<file path="src/rtl/arbiter_fifo2pipeout_pkg.sv">
// Shared constants and FSM encoding for the FIFO-to-pipe-out readout arbiter.
// Used by the arbiter top and its output buffer.
package arbiter_fifo2pipeout_pkg;

    localparam int NUM_CORES   = 8;
    localparam int WORD_W      = 32;
    localparam int NUM_WORDS_W = 10;
    localparam int CORE_IDX_W  = $clog2(NUM_CORES);

    // One extra bit so the core index can reach NUM_CORES (scan finished)
    localparam int ADDR_W = CORE_IDX_W + 1;

    localparam logic [ADDR_W-1:0]      ADDR_END = ADDR_W'(NUM_CORES);
    localparam logic [ADDR_W-1:0]      ADDR_ONE = ADDR_W'(1);
    localparam logic [NUM_WORDS_W-1:0] WORD_ONE = NUM_WORDS_W'(1);

    typedef enum logic [1:0] {
        IDLE       = 2'b00,
        CHECK_ADDR = 2'b01,
        TRANSFER   = 2'b11
    } state_t;

endpackage

</file>
<file path="src/rtl/arbiter_fifo2pipeout_fifo32_sync_fwft.sv">
// Synchronous first-word-fall-through buffer of 32-bit words.
// The head output holds the last popped word while the buffer is empty.
module fifo32_sync_fwft
    import arbiter_fifo2pipeout_pkg::*;
#(
    parameter int FIFO_SIZE = 64
) (
    input  logic                       clk,
    input  logic                       rst,
    input  logic                       i_wr_en,
    input  logic [WORD_W-1:0]          i_wr_data,
    input  logic                       i_rd_en,
    output logic [WORD_W-1:0]          o_rd_data,
    output logic                       o_empty,
    output logic                       o_full,
    output logic [$clog2(FIFO_SIZE):0] o_count
);

    localparam int AW = $clog2(FIFO_SIZE);
    localparam logic [AW:0]   CNT_FULL = FIFO_SIZE[AW:0];
    localparam logic [AW:0]   CNT_ONE  = (AW+1)'(1);
    localparam logic [AW-1:0] PTR_ONE  = AW'(1);

    logic [WORD_W-1:0] r_mem [FIFO_SIZE];
    logic [AW-1:0]     r_wr_ptr;
    logic [AW-1:0]     r_rd_ptr;
    logic [AW:0]       r_count;
    logic [WORD_W-1:0] r_last;
    logic              w_wr;
    logic              w_rd;
    logic              w_empty;
    logic              w_full;

    assign w_empty = (r_count == '0);
    assign w_full  = (r_count == CNT_FULL);
    // Full is judged on the pre-pop count, so a pop never frees a slot early
    assign w_wr    = i_wr_en && !w_full;
    assign w_rd    = i_rd_en && !w_empty;

    always_ff @(posedge clk or posedge rst) begin
        if (rst) begin
            r_wr_ptr <= '0;
            r_rd_ptr <= '0;
            r_count  <= '0;
            r_last   <= '0;
        end else begin
            if (w_wr) begin
                r_wr_ptr <= r_wr_ptr + PTR_ONE;
            end
            if (w_rd) begin
                r_rd_ptr <= r_rd_ptr + PTR_ONE;
                r_last   <= r_mem[r_rd_ptr];
            end
            case ({w_wr, w_rd})
                2'b10:   r_count <= r_count + CNT_ONE;
                2'b01:   r_count <= r_count - CNT_ONE;
                default: r_count <= r_count;
            endcase
        end
    end

    always_ff @(posedge clk) begin
        if (w_wr) begin
            r_mem[r_wr_ptr] <= i_wr_data;
        end
    end

    assign o_rd_data = w_empty ? r_last : r_mem[r_rd_ptr];
    assign o_empty   = w_empty;
    assign o_full    = w_full;
    assign o_count   = r_count;

endmodule

</file>
<file path="src/rtl/arbiter_fifo2pipeout.sv">
// Scans the selected cores in ascending order and moves num_words words
// from each core's output FIFO into a single host-facing buffer.
module arbiter_fifo2pipeout
    import arbiter_fifo2pipeout_pkg::*;
#(
    parameter int FIFO_SIZE = 64
) (
    input  logic                          clk,
    input  logic                          rst,
    input  logic                          start,
    input  logic [NUM_CORES-1:0]          core_select,
    input  logic [NUM_WORDS_W-1:0]        num_words,
    output logic                          idle,
    output logic                          done,
    input  logic [NUM_CORES*WORD_W-1:0]   data_from_fifo,
    input  logic [NUM_CORES-1:0]          valid_from_fifo,
    output logic [NUM_CORES-1:0]          rd_en_2fifo,
    output logic [WORD_W-1:0]             pipe_out,
    input  logic                          pipe_out_read,
    output logic                          pipe_out_empty,
    output logic [$clog2(FIFO_SIZE):0]    pipe_out_count
);

    state_t                  r_state;
    logic [ADDR_W-1:0]       r_addr_counter;
    logic [NUM_WORDS_W-1:0]  r_word_counter;
    logic [NUM_WORDS_W-1:0]  r_num_words;
    logic [NUM_CORES-1:0]    r_core_select;
    logic                    r_idle;
    logic                    r_done;

    logic [CORE_IDX_W-1:0]   w_core;
    logic                    w_full;
    logic                    w_push;
    logic [WORD_W-1:0]       w_wr_data;

    assign w_core = r_addr_counter[CORE_IDX_W-1:0];

    // rst gating keeps every core FIFO untouched while reset is held
    assign w_push = !rst
                 && (r_state == TRANSFER)
                 && valid_from_fifo[w_core]
                 && !w_full
                 && (r_word_counter != r_num_words);

    assign w_wr_data = data_from_fifo[w_core*WORD_W +: WORD_W];

    always_comb begin
        rd_en_2fifo         = '0;
        rd_en_2fifo[w_core] = w_push;
    end

    always_ff @(posedge clk or posedge rst) begin
        if (rst) begin
            r_state        <= IDLE;
            r_addr_counter <= '0;
            r_word_counter <= '0;
            r_num_words    <= '0;
            r_core_select  <= '0;
            r_idle         <= 1'b1;
            r_done         <= 1'b0;
        end else begin
            r_done <= 1'b0;
            case (r_state)
                IDLE: begin
                    if (start) begin
                        r_core_select  <= core_select;
                        r_num_words    <= num_words;
                        r_addr_counter <= '0;
                        r_word_counter <= '0;
                        r_idle         <= 1'b0;
                        r_state        <= CHECK_ADDR;
                    end
                end
                CHECK_ADDR: begin
                    if (r_addr_counter >= ADDR_END) begin
                        r_done  <= 1'b1;
                        r_idle  <= 1'b1;
                        r_state <= IDLE;
                    end else if (r_core_select[w_core]
                                 && (r_num_words != '0)) begin
                        r_state <= TRANSFER;
                    end else begin
                        r_addr_counter <= r_addr_counter + ADDR_ONE;
                    end
                end
                TRANSFER: begin
                    if (r_word_counter == r_num_words) begin
                        r_word_counter <= '0;
                        r_addr_counter <= r_addr_counter + ADDR_ONE;
                        r_state        <= CHECK_ADDR;
                    end else if (w_push) begin
                        r_word_counter <= r_word_counter + WORD_ONE;
                    end
                end
                default: begin
                    r_idle  <= 1'b1;
                    r_state <= IDLE;
                end
            endcase
        end
    end

    assign idle = r_idle;
    assign done = r_done;

    fifo32_sync_fwft #(
        .FIFO_SIZE (FIFO_SIZE)
    ) u_buf (
        .clk       (clk),
        .rst       (rst),
        .i_wr_en   (w_push),
        .i_wr_data (w_wr_data),
        .i_rd_en   (pipe_out_read),
        .o_rd_data (pipe_out),
        .o_empty   (pipe_out_empty),
        .o_full    (w_full),
        .o_count   (pipe_out_count)
    );

endmodule

</file>
<file path="config.mk">
export PLATFORM = sky130hd
export DESIGN_NAME = arbiter_fifo2pipeout
export DESIGN_NICKNAME = d
export VERILOG_FILES = /design/src/rtl/arbiter_fifo2pipeout_pkg.sv /design/src/rtl/arbiter_fifo2pipeout_fifo32_sync_fwft.sv /design/src/rtl/arbiter_fifo2pipeout.sv
export SDC_FILE = /design/constraint.sdc
export NUM_CORES = 2
export LEC_CHECK = 0
export ABC_CLOCK_PERIOD_IN_PS = 5120
export CELL_PAD_IN_SITES_DETAIL_PLACEMENT = 1
export CELL_PAD_IN_SITES_GLOBAL_PLACEMENT = 1
export CORE_MARGIN = 3
export CORE_UTILIZATION = 48
export DETAILED_ROUTE_END_ITERATION = 10
export GPL_TIMING_DRIVEN = 0
export HOLD_SLACK_MARGIN = 0.06
export PLACE_DENSITY = 0.72
export SYNTH_ARGS = -nofsm -noshare
export SYNTH_HDL_FRONTEND = slang
export SYNTH_HIERARCHICAL = 1
export SYNTH_SLANG_ARGS = --single-unit
</file>
<file path="constraint.sdc">
create_clock -name clk -period 5.12 [get_ports clk]
set_clock_uncertainty 0.15 [all_clocks]
set_input_delay 0.512 -clock clk [delete_from_list [all_inputs] [get_ports clk]]
set_output_delay 0.512 -clock clk [all_outputs]
set_load 0.02 [all_outputs]
</file>
==> metrics.md <==
| Metric | Value |
|---|---|
| Nature of the critical path endpoint | `output pin` |
| Largest incremental delay on the critical path | `0.80 ns` |
| Crit-path max FO | `10` |
| Post-route ant nets | `0` |
| Die width | `428.0 µm` |
| R2r endpoint | `u_buf/o_count[6]$_DFFE_PP0P_` |
| CP Buf/Inv Count | `4` |
| Clk sinks | `2,135` |
| Critical-path cell list | `buf_4, buf_4, nor2b_1, buf_1, nand2_1, nand3_1, a31oi_2, clkdlybuf4s50_1` |
| Sequential-to-total area share from yosys stat | `74.51%` |
| Initial antenna violation count | `20` |
| Status | `finished, violations left` |
| Register bit total from synthesis | `2,135` |
| # rows | `154` |
| Routed wire per std cell | `43.91 µm` |
| Initial core utilization | `48.42%` |
| Arr. time, crit path | `4.83 ns` |
| Commonest non-fill, non-tap cells in the layout | `edfxtp_1 (2,048), mux4_2 (364), clkdlybuf4s50_1 (320)` |
| Root buffer cell | `clkbuf_16` |
| WS Path Type | `reg -> out` |
| Period minus WS final | `5.495 ns` |
| Post-synthesis cell type count | `83` |
| CTS tree | `built` |
| DIE AREA | `183,100 µm²` |
| Area grow syn2layout | `22.25%` |
| Max frequency | `182.0 MHz` |
| Vias in the first global route | `53,800` |
| Cells after Synth | `4,385` |
| Worst skew pair latency | `0.89 ns` |
| Final hold viol count | `0` |
| Hold Crit Class | `in -> reg` |
| Fin nets | `5,429` |
| Main synth FF type | `edfxtp_1` |
| Final WL | `336.5 mm` |
| Clock Path Buffers | `3` |
| RD Place Congestion | `0.9372` |
| Synth Net Count | `4,684` |
| Total gr overflow | `0` |
| Clock transition at the registers of the reported paths | `0.06 ns` |
| Synth warn | `6` |
| Worst Hold Endpoint | `r_num_words[7]$_DFFE_PP0P_` |
| DR iter-0 viols | `9,788` |
| Setup_tns | `-1.446 ns` |
| Core area | `176,500 µm²` |
| # fillers | `15,270` |
| H-tree Lvls | `4` |
| Io pins | `336` |
| WP data required | `4.46 ns` |
| DRC | `0` |
| WHS Path Cells | `2` |
| Reg2reg start | `u_buf/o_count[2]$_DFFE_PP0P_` |
| Share of cells above drive strength 1 | `27.98%` |
| Critical Path Most Common Cell | `buf_4` |
| DP Wirelength | `230.1 mm` |
| R2R Setup Slk | `0.16 ns` |
| Avg Inst Size Synth | `19.49 µm²` |
| Worst Reg-to-Reg Cells | `15` |
| Final cycle utilization of the critical path | `107.3%` |
| RSZ-0062 raised after global routing | `yes` |
| Vias | `53,470` |
| Setup-failing EPs final | `15` |
| Delay-heaviest family, CP | `buffers and inverters` |
| Lkg Pwr | `0.03407 µW` |
| CTS Buf Count | `211` |
| Maximum vdd drop | `0.4467 mV` |
| Slew margin rel. | `19.40%` |
| Fin. max-slew vios | `0` |
| Syn Std Cell Area | `85,460 µm²` |
| Worst hold start | `num_words[7]` |
| Commonest non-fill, non-tap cell in the layout | `edfxtp_1` |
| CP max stage cell | `buf_1` |
| Measured slew at the worst slew-check pin | `1.209 ns` |
| Final hold slack | `0.1182 ns` |
| EDFF count, synth | `2,048` |
| Setup ws final | `-0.3749 ns` |
| CP startpoint kind | `flip-flop` |
| GRT Resource Usage Total | `36.30%` |
| PD cells | `640.6 nW/µm²` |
| Max Cap Viol | `0` |
| First-pass GRT wire length | `453.5 mm` |
| Detail-routed via count per cell | `6.977` |
| Drt pass-1 iters | `8` |
| I/O Buffers | `335` |
| Largest net degree at the start of global routing | `65` |
| Failing checks | `setup timing` |
| Height of the chip | `428.0 µm` |
| Synth async-reset ratio | `4.075%` |
report_power, final:
part,internal (µW),switching (µW)
Clock,8670,6920
Sequential,23100,298
Combinational,9030,18900
Total,40800,26200
metal layers:
layer | GRT usage [%] | up-vias | share of wire (%)
met3 | 10.63 | 1016 | 13
met4 | 23.65 | 2 | 7.7
met2 | 54.24 | 4555 | 45
met1 | 46.60 | 28090 | 34
li1 | - | 19810 | -
met5 | 0 | - | 0.0039
state kept, by name, indices dropped and copies added (netlist names):
signal and flops:
idle 1, u_buf/r_mem 2048, u_buf/r_last 32, r_num_words 10, r_state 2, r_core_select 8
r_addr_counter 4, done 1, u_buf/r_rd_ptr 6, u_buf/r_wr_ptr 6, u_buf/o_count 7, r_word_counter 10
Yosys cell counts (28+ instances only):
cell | n | share of area, %
nor2b_1 | 45 | 0.33
a221oi_1 | 47 | 0.48
o21ai_0 | 52 | 0.30
buf_2 | 88 | 0.52
buf_6 | 35 | 0.46
o221ai_1 | 28 | 0.29
a32oi_1 | 29 | 0.30
mux2_2 | 128 | 1.7
nand2_1 | 147 | 0.65
dfrtp_1 | 86 | 2.5
mux2i_1 | 291 | 3.4
a31oi_1 | 29 | 0.21
o22ai_1 | 36 | 0.26
o211ai_1 | 34 | 0.30
nand3_1 | 61 | 0.36
mux4_2 | 364 | 9.6
a22oi_1 | 133 | 1.2
a21oi_1 | 36 | 0.21
edfxtp_1 | 2048 | 72
clkbuf_1 | 103 | 0.45
nand4_1 | 33 | 0.24
nor2_1 | 156 | 0.69
how the worst max path moves through the flow:
| stage | from | cells past startpoint | to | slack, ns |
|---|---|---|---|---|
| after floorplan | r_addr_counter[2]$_DFFE_PP0P_ | 7 | u_buf/r_mem[0][11]$_DFFE_PP_ | 0.23 |
| after global placement | r_addr_counter[2]$_DFFE_PP0P_ | 7 | u_buf/r_mem[48][27]$_DFFE_PP_ | -5.52 |
| after detailed placement | u_buf/r_rd_ptr[2]$_DFFE_PP0P_ | 10 | pipe_out[24] | -0.65 |
| after CTS | r_addr_counter[1]$_DFFE_PP0P_ | 11 | u_buf/r_mem[57][7]$_DFFE_PP_ | -0.04 |
| after global routing | u_buf/r_rd_ptr[0]$_DFFE_PP0P_ | 10 | pipe_out[5] | -0.27 |
| final | u_buf/r_rd_ptr[3]$_DFFE_PP0P_ | 8 | pipe_out[5] | -0.37 |
cells by family (layout without fill, tap and decap cells):
logic type,after synthesis,in the layout,synth area share [%]
and+or+nand+nor,510,510,2.813
muxes,792,792,14.84
DFF,2135,2135,74.51
adders and majority gates,13,13,0.1903
buffers and inverters,296,1221,1.941
other,0,13,0
AOI/OAI and AO/OA,611,611,5.417
xor gates and xnor gates,28,28,0.2870
area by class of cell:
type | instances | area [µm²] | area share (%)
Buffer | 269 | 2009 | 1.923
Antenna cell | 13 | 32.53 | 0.03114
Clock inverter | 127 | 1174 | 1.123
Timing Repair Buffer | 535 | 7032 | 6.731
Inverter | 24 | 97.59 | 0.09342
Sequential cell | 2135 | 63680 | 60.95
Multi-Input combinational cell | 1954 | 21820 | 20.88
Tap cell | 2340 | 2928 | 2.803
Clock buffer | 266 | 5702 | 5.458
timing repair:
item,in CTS,in global routing
cloned,0,0
endpoints found under the hold margin,0,0
hold buffers,0,0
pin swaps,20,14
setup endpoints to repair,222,812
gates resized for setup,335,68
setup buffers,30,23
worst reg2reg max path, delay by kind of cell, from the launching register on:
family                   cells  cell delay [ns]
buffers and inverters        5             1.21
AND/OR/NAND/NOR              3             1.09
XOR/XNOR                     2             0.37
AO/OA/AOI/OAI                3             1.08
adder cells (fa/ha/maj)      2             0.61
flip-flops                   1             0.39
stage by stage:
stage | cells | area [µm²] | setup WS, ns | utilization, % | power [µW]
finish | 7663 | 104500 | -0.3749 | 59.19 | 66920
global route | 7652 | 104400 | -0.2685 | 59.18 | 67910
CTS | 7628 | 103900 | -0.03753 | 58.88 | 65560
detailed placement | 7207 | 95540 | -0.6473 | 54.13 | 49000
global placement | 7060 | 91740 | -5.524 | 51.98 | 47540
floorplan | 4385 | 85460 | 0.2331 | - | 36280
Power figures use the tool's default switching activity.
